$ cat src/rtl/td4_pkg.sv
// Shared definitions for the TD4 program loader: mnemonic codes, opcode
// nibbles and the loader state encoding.
package td4_pkg;

   // Symbolic mnemonic codes offered on in_mnem (12..15 are illegal).
   localparam logic [3:0] MN_ADD_A_IM = 4'd0;
   localparam logic [3:0] MN_MOV_A_B  = 4'd1;
   localparam logic [3:0] MN_IN_A     = 4'd2;
   localparam logic [3:0] MN_MOV_A_IM = 4'd3;
   localparam logic [3:0] MN_MOV_B_A  = 4'd4;
   localparam logic [3:0] MN_ADD_B_IM = 4'd5;
   localparam logic [3:0] MN_IN_B     = 4'd6;
   localparam logic [3:0] MN_MOV_B_IM = 4'd7;
   localparam logic [3:0] MN_OUT_B    = 4'd8;
   localparam logic [3:0] MN_OUT_IM   = 4'd9;
   localparam logic [3:0] MN_JNC      = 4'd10;
   localparam logic [3:0] MN_JMP      = 4'd11;

   // Upper opcode nibble of each TD4 instruction.
   localparam logic [3:0] OP_ADD_A_IM = 4'b0000;
   localparam logic [3:0] OP_MOV_A_B  = 4'b0001;
   localparam logic [3:0] OP_IN_A     = 4'b0010;
   localparam logic [3:0] OP_MOV_A_IM = 4'b0011;
   localparam logic [3:0] OP_MOV_B_A  = 4'b0100;
   localparam logic [3:0] OP_ADD_B_IM = 4'b0101;
   localparam logic [3:0] OP_IN_B     = 4'b0110;
   localparam logic [3:0] OP_MOV_B_IM = 4'b0111;
   localparam logic [3:0] OP_OUT_B    = 4'b1001;
   localparam logic [3:0] OP_OUT_IM   = 4'b1011;
   localparam logic [3:0] OP_JNC      = 4'b1110;
   localparam logic [3:0] OP_JMP      = 4'b1111;

   // Loader session state.
   typedef enum logic [1:0] {
      ST_IDLE = 2'd0,
      ST_LOAD = 2'd1,
      ST_DONE = 2'd2
   } td4_state_e;

endpackage

$ cat src/rtl/td4_op_encoder.sv
// Combinational mnemonic -> TD4 opcode byte encoder. Register-only forms
// carry a zero immediate; codes 12..15 are flagged illegal.
module td4_op_encoder
   import td4_pkg::*;
(
   input  logic [3:0] mnem_i,
   input  logic [3:0] imm_i,
   output logic [7:0] op_o,
   output logic       illegal_o
);

   logic [3:0] hi_nib;
   logic       keep_imm;

   // Map the mnemonic onto its opcode nibble and decide whether the immediate survives.
   always_comb begin
      // NOTE: every output of this block gets a default first so no path leaves it unassigned (no latch).
      hi_nib    = OP_ADD_A_IM;
      keep_imm  = 1'b1;
      illegal_o = 1'b0;
      case (mnem_i)
         MN_ADD_A_IM: hi_nib = OP_ADD_A_IM;
         MN_MOV_A_B:  begin hi_nib = OP_MOV_A_B; keep_imm = 1'b0; end
         MN_IN_A:     begin hi_nib = OP_IN_A;    keep_imm = 1'b0; end
         MN_MOV_A_IM: hi_nib = OP_MOV_A_IM;
         MN_MOV_B_A:  begin hi_nib = OP_MOV_B_A; keep_imm = 1'b0; end
         MN_ADD_B_IM: hi_nib = OP_ADD_B_IM;
         MN_IN_B:     begin hi_nib = OP_IN_B;    keep_imm = 1'b0; end
         MN_MOV_B_IM: hi_nib = OP_MOV_B_IM;
         MN_OUT_B:    begin hi_nib = OP_OUT_B;   keep_imm = 1'b0; end
         MN_OUT_IM:   hi_nib = OP_OUT_IM;
         MN_JNC:      hi_nib = OP_JNC;
         MN_JMP:      hi_nib = OP_JMP;
         default: begin
            illegal_o = 1'b1;
            keep_imm  = 1'b0;
         end
      endcase
      op_o = {hi_nib, (keep_imm ? imm_i : 4'h0)};
   end

endmodule

$ cat src/rtl/td4_program_loader.sv
// TD4 program loader: accepts symbolic instructions over valid/ready,
// encodes them into a 16-entry program store and serves a registered
// fetch port to the instruction decoder.
module td4_program_loader
   import td4_pkg::*;
#(
   parameter int ADDR_W = 4
) (
   input  logic              clk,
   input  logic              reset,
   input  logic              start,
   input  logic              finish,
   input  logic              in_valid,
   output logic              in_ready,
   input  logic [3:0]        in_mnem,
   input  logic [3:0]        in_imm,
   input  logic [ADDR_W-1:0] fetch_addr,
   output logic [7:0]        op,
   output logic [ADDR_W:0]   count,
   output logic              loading,
   output logic              full,
   output logic              err
);

   localparam int DEPTH = 2 ** ADDR_W;
   localparam logic [ADDR_W:0] COUNT_FULL = (ADDR_W + 1)'(DEPTH);
   localparam logic [ADDR_W:0] COUNT_LAST = (ADDR_W + 1)'(DEPTH - 1);

   td4_state_e      state_q, state_d;
   logic [ADDR_W:0] count_q, count_d;
   logic            err_q, err_d;
   logic [7:0]      mem_q [DEPTH];
   logic [7:0]      op_q;

   logic [7:0]      enc_op;
   logic            illegal;
   logic            xfer;
   logic            wr_en;

   td4_op_encoder u_enc (
      .mnem_i    (in_mnem),
      .imm_i     (in_imm),
      .op_o      (enc_op),
      .illegal_o (illegal)
   );

   // A new start pre-empts any handshake offered in the same cycle.
   assign full     = (count_q == COUNT_FULL);
   assign loading  = (state_q == ST_LOAD);
   assign in_ready = loading && !full && !start;
   assign xfer     = in_valid && in_ready;
   assign wr_en    = xfer && !illegal;

   assign count = count_q;
   assign err   = err_q;
   assign op    = op_q;

   // Next-state, count and error-flag logic for the load session.
   always_comb begin
      state_d = state_q;
      count_d = count_q;
      err_d   = err_q;
      if (start) begin
         state_d = ST_LOAD;
         count_d = '0;
         err_d   = 1'b0;
      end else begin
         if (wr_en) count_d = count_q + 1'b1;
         if (xfer && illegal) err_d = 1'b1;
         if (state_q == ST_LOAD && (finish || (wr_en && count_q == COUNT_LAST)))
            state_d = ST_DONE;
      end
   end

   // Session state registers.
   always_ff @(posedge clk or posedge reset) begin
      // NOTE: sequential state uses non-blocking assignments so all registers sample pre-edge values.
      if (reset) begin
         state_q <= ST_IDLE;
         count_q <= '0;
         err_q   <= 1'b0;
      end else begin
         state_q <= state_d;
         count_q <= count_d;
         err_q   <= err_d;
      end
   end

   // Program store write on handshake, plus the registered fetch port.
   always_ff @(posedge clk or posedge reset) begin
      // NOTE: the store is built from flops and cleared on reset, so a reset mid-session leaves no stale bytes.
      if (reset) begin
         for (int i = 0; i < DEPTH; i++) mem_q[i] <= 8'h00;
         op_q <= 8'h00;
      end else begin
         if (wr_en) mem_q[count_q[ADDR_W-1:0]] <= enc_op;
         // Reading the pre-edge contents gives old data on a same-address write.
         op_q <= mem_q[fetch_addr];
      end
   end

endmodule

$ cat config.mk
export PLATFORM = sky130hd
export DESIGN_NAME = td4_program_loader
export DESIGN_NICKNAME = d
export VERILOG_FILES = /design/src/rtl/td4_pkg.sv /design/src/rtl/td4_op_encoder.sv /design/src/rtl/td4_program_loader.sv
export SDC_FILE = /design/constraint.sdc
export NUM_CORES = 1
export LEC_CHECK = 0
export BUFFER_PORTS_ARGS = -buffer_cell sky130_fd_sc_hd__buf_4
export CAP_MARGIN = 20
export CORE_ASPECT_RATIO = 0.6
export CORE_MARGIN = 4
export CORE_UTILIZATION = 52
export CTS_CLUSTER_DIAMETER = 30
export DETAILED_ROUTE_END_ITERATION = 10
export PLACE_DENSITY_LB_ADDON = 0.15
export SLEW_MARGIN = 20
export SYNTH_ARGS = -nofsm -noshare
export SYNTH_HDL_FRONTEND = slang
export SYNTH_SLANG_ARGS = --single-unit
$ cat constraint.sdc
create_clock -name clk -period 4.2 [get_ports clk]
set_input_delay 0.42 -clock clk [delete_from_list [all_inputs] [get_ports clk]]
set_output_delay 0.42 -clock clk [all_outputs]
set_load 0.02 [all_outputs]
==> impl_metrics.py <==
metrics = {
    "outcome": {
        "status": "complete, no violations",
    },
    "place": {
        "hpwl_um": 12190,
        "gp_congestion": 0.8905,
        "numPortBuffers": 33,
    },
    "cells_and_area": {
        "final_util_pct": 61.05,
        "regArea_um2": 3603,
        "drive_gt1_share_pct": 21.21,
        "multi_input_area_um2": 2759,
        "nFillCells": 922,
        "final_cell_mix": "144 x dfrtp_1, 64 x a32o_1, 56 x nand2_1, 48 x o21ai_1, 35 x buf_4",
        "mostFrequentLayoutCell": "dfrtp_1",
        "n_antenna_cell": 0,
        "nets": 556,
        "area_delta_synth_final_pct": 12.85,
    },
    "clock_tree": {
        "tritoncts": "yes",
        "post_cts_buffers": 0,
        "clock_path_buffers": 2,
        "postCtsResizedCells": 0,
        "cts_root_buf": "clkbuf_16",
        "path_clk_slew_ns": 0.06,
        "cts_sinks": 144,
        "cts-hold-fix-buffers": 1,
        "cts_made_buffers": 17,
        "clk_latency_ns": 0.42,
        "cts_max_level": 4,
    },
    "yosys": {
        "synth.top_cell.area_share_pct": 54.18,
        "ys_ff_latch": 144,
        "synthTopCellsByArea": "dfrtp_1 54%, mux4_2 11%, a32o_1 9.6%",
        "synth-compound-area-share_pct": 16.65,
        "synth_nets": 554,
        "synth_top_area_cell": "dfrtp_1",
        "synthMuxAreaShare_pct": 13.69,
        "synth_top_family_by_area": "compound AO/OA/AOI/OAI gates",
        "syn_area_um2": 6651,
        "yosysSeqAreaShare_pct": 54.18,
        "synth-simple-area-share_pct": 9.895,
        "synth_ff_type": "dfrtp_1",
        "yosys_warnings": 0,
        "synth_area_per_cell_um2": 12.50,
        "synth_async_sr_flop_share_pct": 100.0,
        "synthAdderAreaFrac_pct": 0.9406,
        "synth_cell_types": 38,
        "synth_edf_count": 0,
        "synth_xor_area_share_pct": 0.1317,
        "synthCells": 532,
    },
    "sta": {
        "max_freq_ghz": 0.3779,
        "period_needed_ns": 2.646,
        "hold_violations": 0,
        "setup_viol": 0,
        "fin_crit_sh_pct": 63.00,
        "clock_skew_ns": 0.009506,
        "slew_violations": 0,
        "worst_pin_slew_ns": 1.115,
        "rsz0062_at_grt": "no",
        "relSlewSlack_pct": 25.69,
        "fin_setup_tns_ns": 0,
        "hold_slack_ns": 0.2352,
    },
    "route": {
        "drt_iter0_drc": 620,
        "drc": 0,
        "wl_per_cell_um": 26.21,
        "firstDrtPassIters": 5,
        "drt-total-wl_um": 18660,
        "ant_nets": 0,
        "via_per_inst": 6.771,
        "vias": 4821,
    },
    "global_route": {
        "grt_usage_pct": 27.20,
        "antenna_found_initial": 1,
        "grt-ovfl-total": 0,
        "grt_pass1_vias": 4870,
        "grt_start_max_net_pins": 129,
        "grt_pass1_wl_um": 29410,
    },
    "power": {
        "fin_total_pwr_mw": 3.277,
        "power.leakage_nw": 3.388,
        "cellPowerDensity_nw_per_um2": 436.6,
        "ir_drop_v": 0.0002473,
    },
    "worst_hold_path": {
        "worstHoldPathType": "primary input to register",
    },
    "floorplan": {
        "die_h_um": 95.61,
        "die_w_um": 154.0,
        "ioPinCount": 34,
        "die-area_um2": 14720,
        "initial_utilization_pct": 54.10,
        "coreArea_um2": 12300,
        "rows": 31,
    },
    "setup_path": {
        "critical_path_class": "register to primary output",
        "start_kind": "register",
        "crit_required_ns": 3.78,
        "crit_arrival_ns": 2.23,
        "cp-end-kind": "primary output",
        "crit_fanout": 8,
    },
    "run": {
        "drv_cap": 0,
    },
}
==> final timing paths <==
kind	startpoint	end	slack (ns)	cells past startpoint
min reg2reg	mem_q[54]	mem_q[54]	0.48	2
min in group asynchronous	reset	mem_q[63]	0.55	3
max	count[0]	in_ready	1.55	5
max in group asynchronous	reset	mem_q[77]	2.67	4
max reg2reg	state_q[1]	mem_q[117]	1.62	3
min	start	count[2]	0.24	2
==> per-stage QoR <==
step | cells | setup slack [ns] | area (µm²)
after floorplan | 532 | 1.975 | 6655
final | 712 | 1.554 | 7506
after CTS | 712 | 1.539 | 7506
after detailed placement | 679 | 1.599 | 6893
after global routing | 712 | 1.420 | 7506
after global placement | 679 | 1.622 | 6893
==> final cells by class <==
| cell class | instances | area share [%] |
|---|---|---|
| clock buffers | 23 | 6.634 |
| clock inverters | 9 | 1.400 |
| inverters | 10 | 0.5501 |
| multi-input cells | 324 | 36.76 |
| flip-flops and latches | 144 | 48.01 |
| well taps | 165 | 2.750 |
| repair buffers | 37 | 3.901 |
==> sequential cells by signal (all words and copies together) (netlist names) <==
signal,flops
op,8
count,5
state_q,2
err,1
mem_q,128
==> synth_stat cells (all sizes together), types with 2 or more instances <==
cell and n:
a211oi 2, a21oi 6, a22oi 16, a32o 64, and2 7, and3 21
buf 40, clkbuf 14, dfrtp 144, ha 5, inv 10, mux2 16
mux4 32, nand2 57, nand3b 2, nand4 17, nor2 7, nor2b 7
o21ai 53, or3 2
==> logic make-up (layout without fill, tap and decap cells) <==
family | Yosys count | count (layout)
AO/OA/AOI/OAI | 144 | 144
XOR/XNOR | 1 | 1
adder cells (fa/ha/maj) | 5 | 5
buffers and inverters | 64 | 79
flip-flops | 144 | 144
multiplexers | 49 | 49
AND/OR/NAND/NOR | 125 | 125
==> critical path, stage by stage, from the launching register on <==
cell,delay (ns)
dfrtp_1,0.43
inv_1,0.14
ha_1,0.29
nand4bb_1,0.43
and2_1,0.35
buf_4,0.16
==> layer usage <==
layer	wire (µm)	GRT usage, %
met5	20	0
met4	339	8.009
met3	2183	11.47
met2	7604	36.43
met1	8515	40.28
==> power by group <==
part,switching (mW),internal (mW)
Clock,0.588,0.952
Sequential,0.0327,1.43
Combinational,0.181,0.0922
Power figures use the tool's default switching activity.
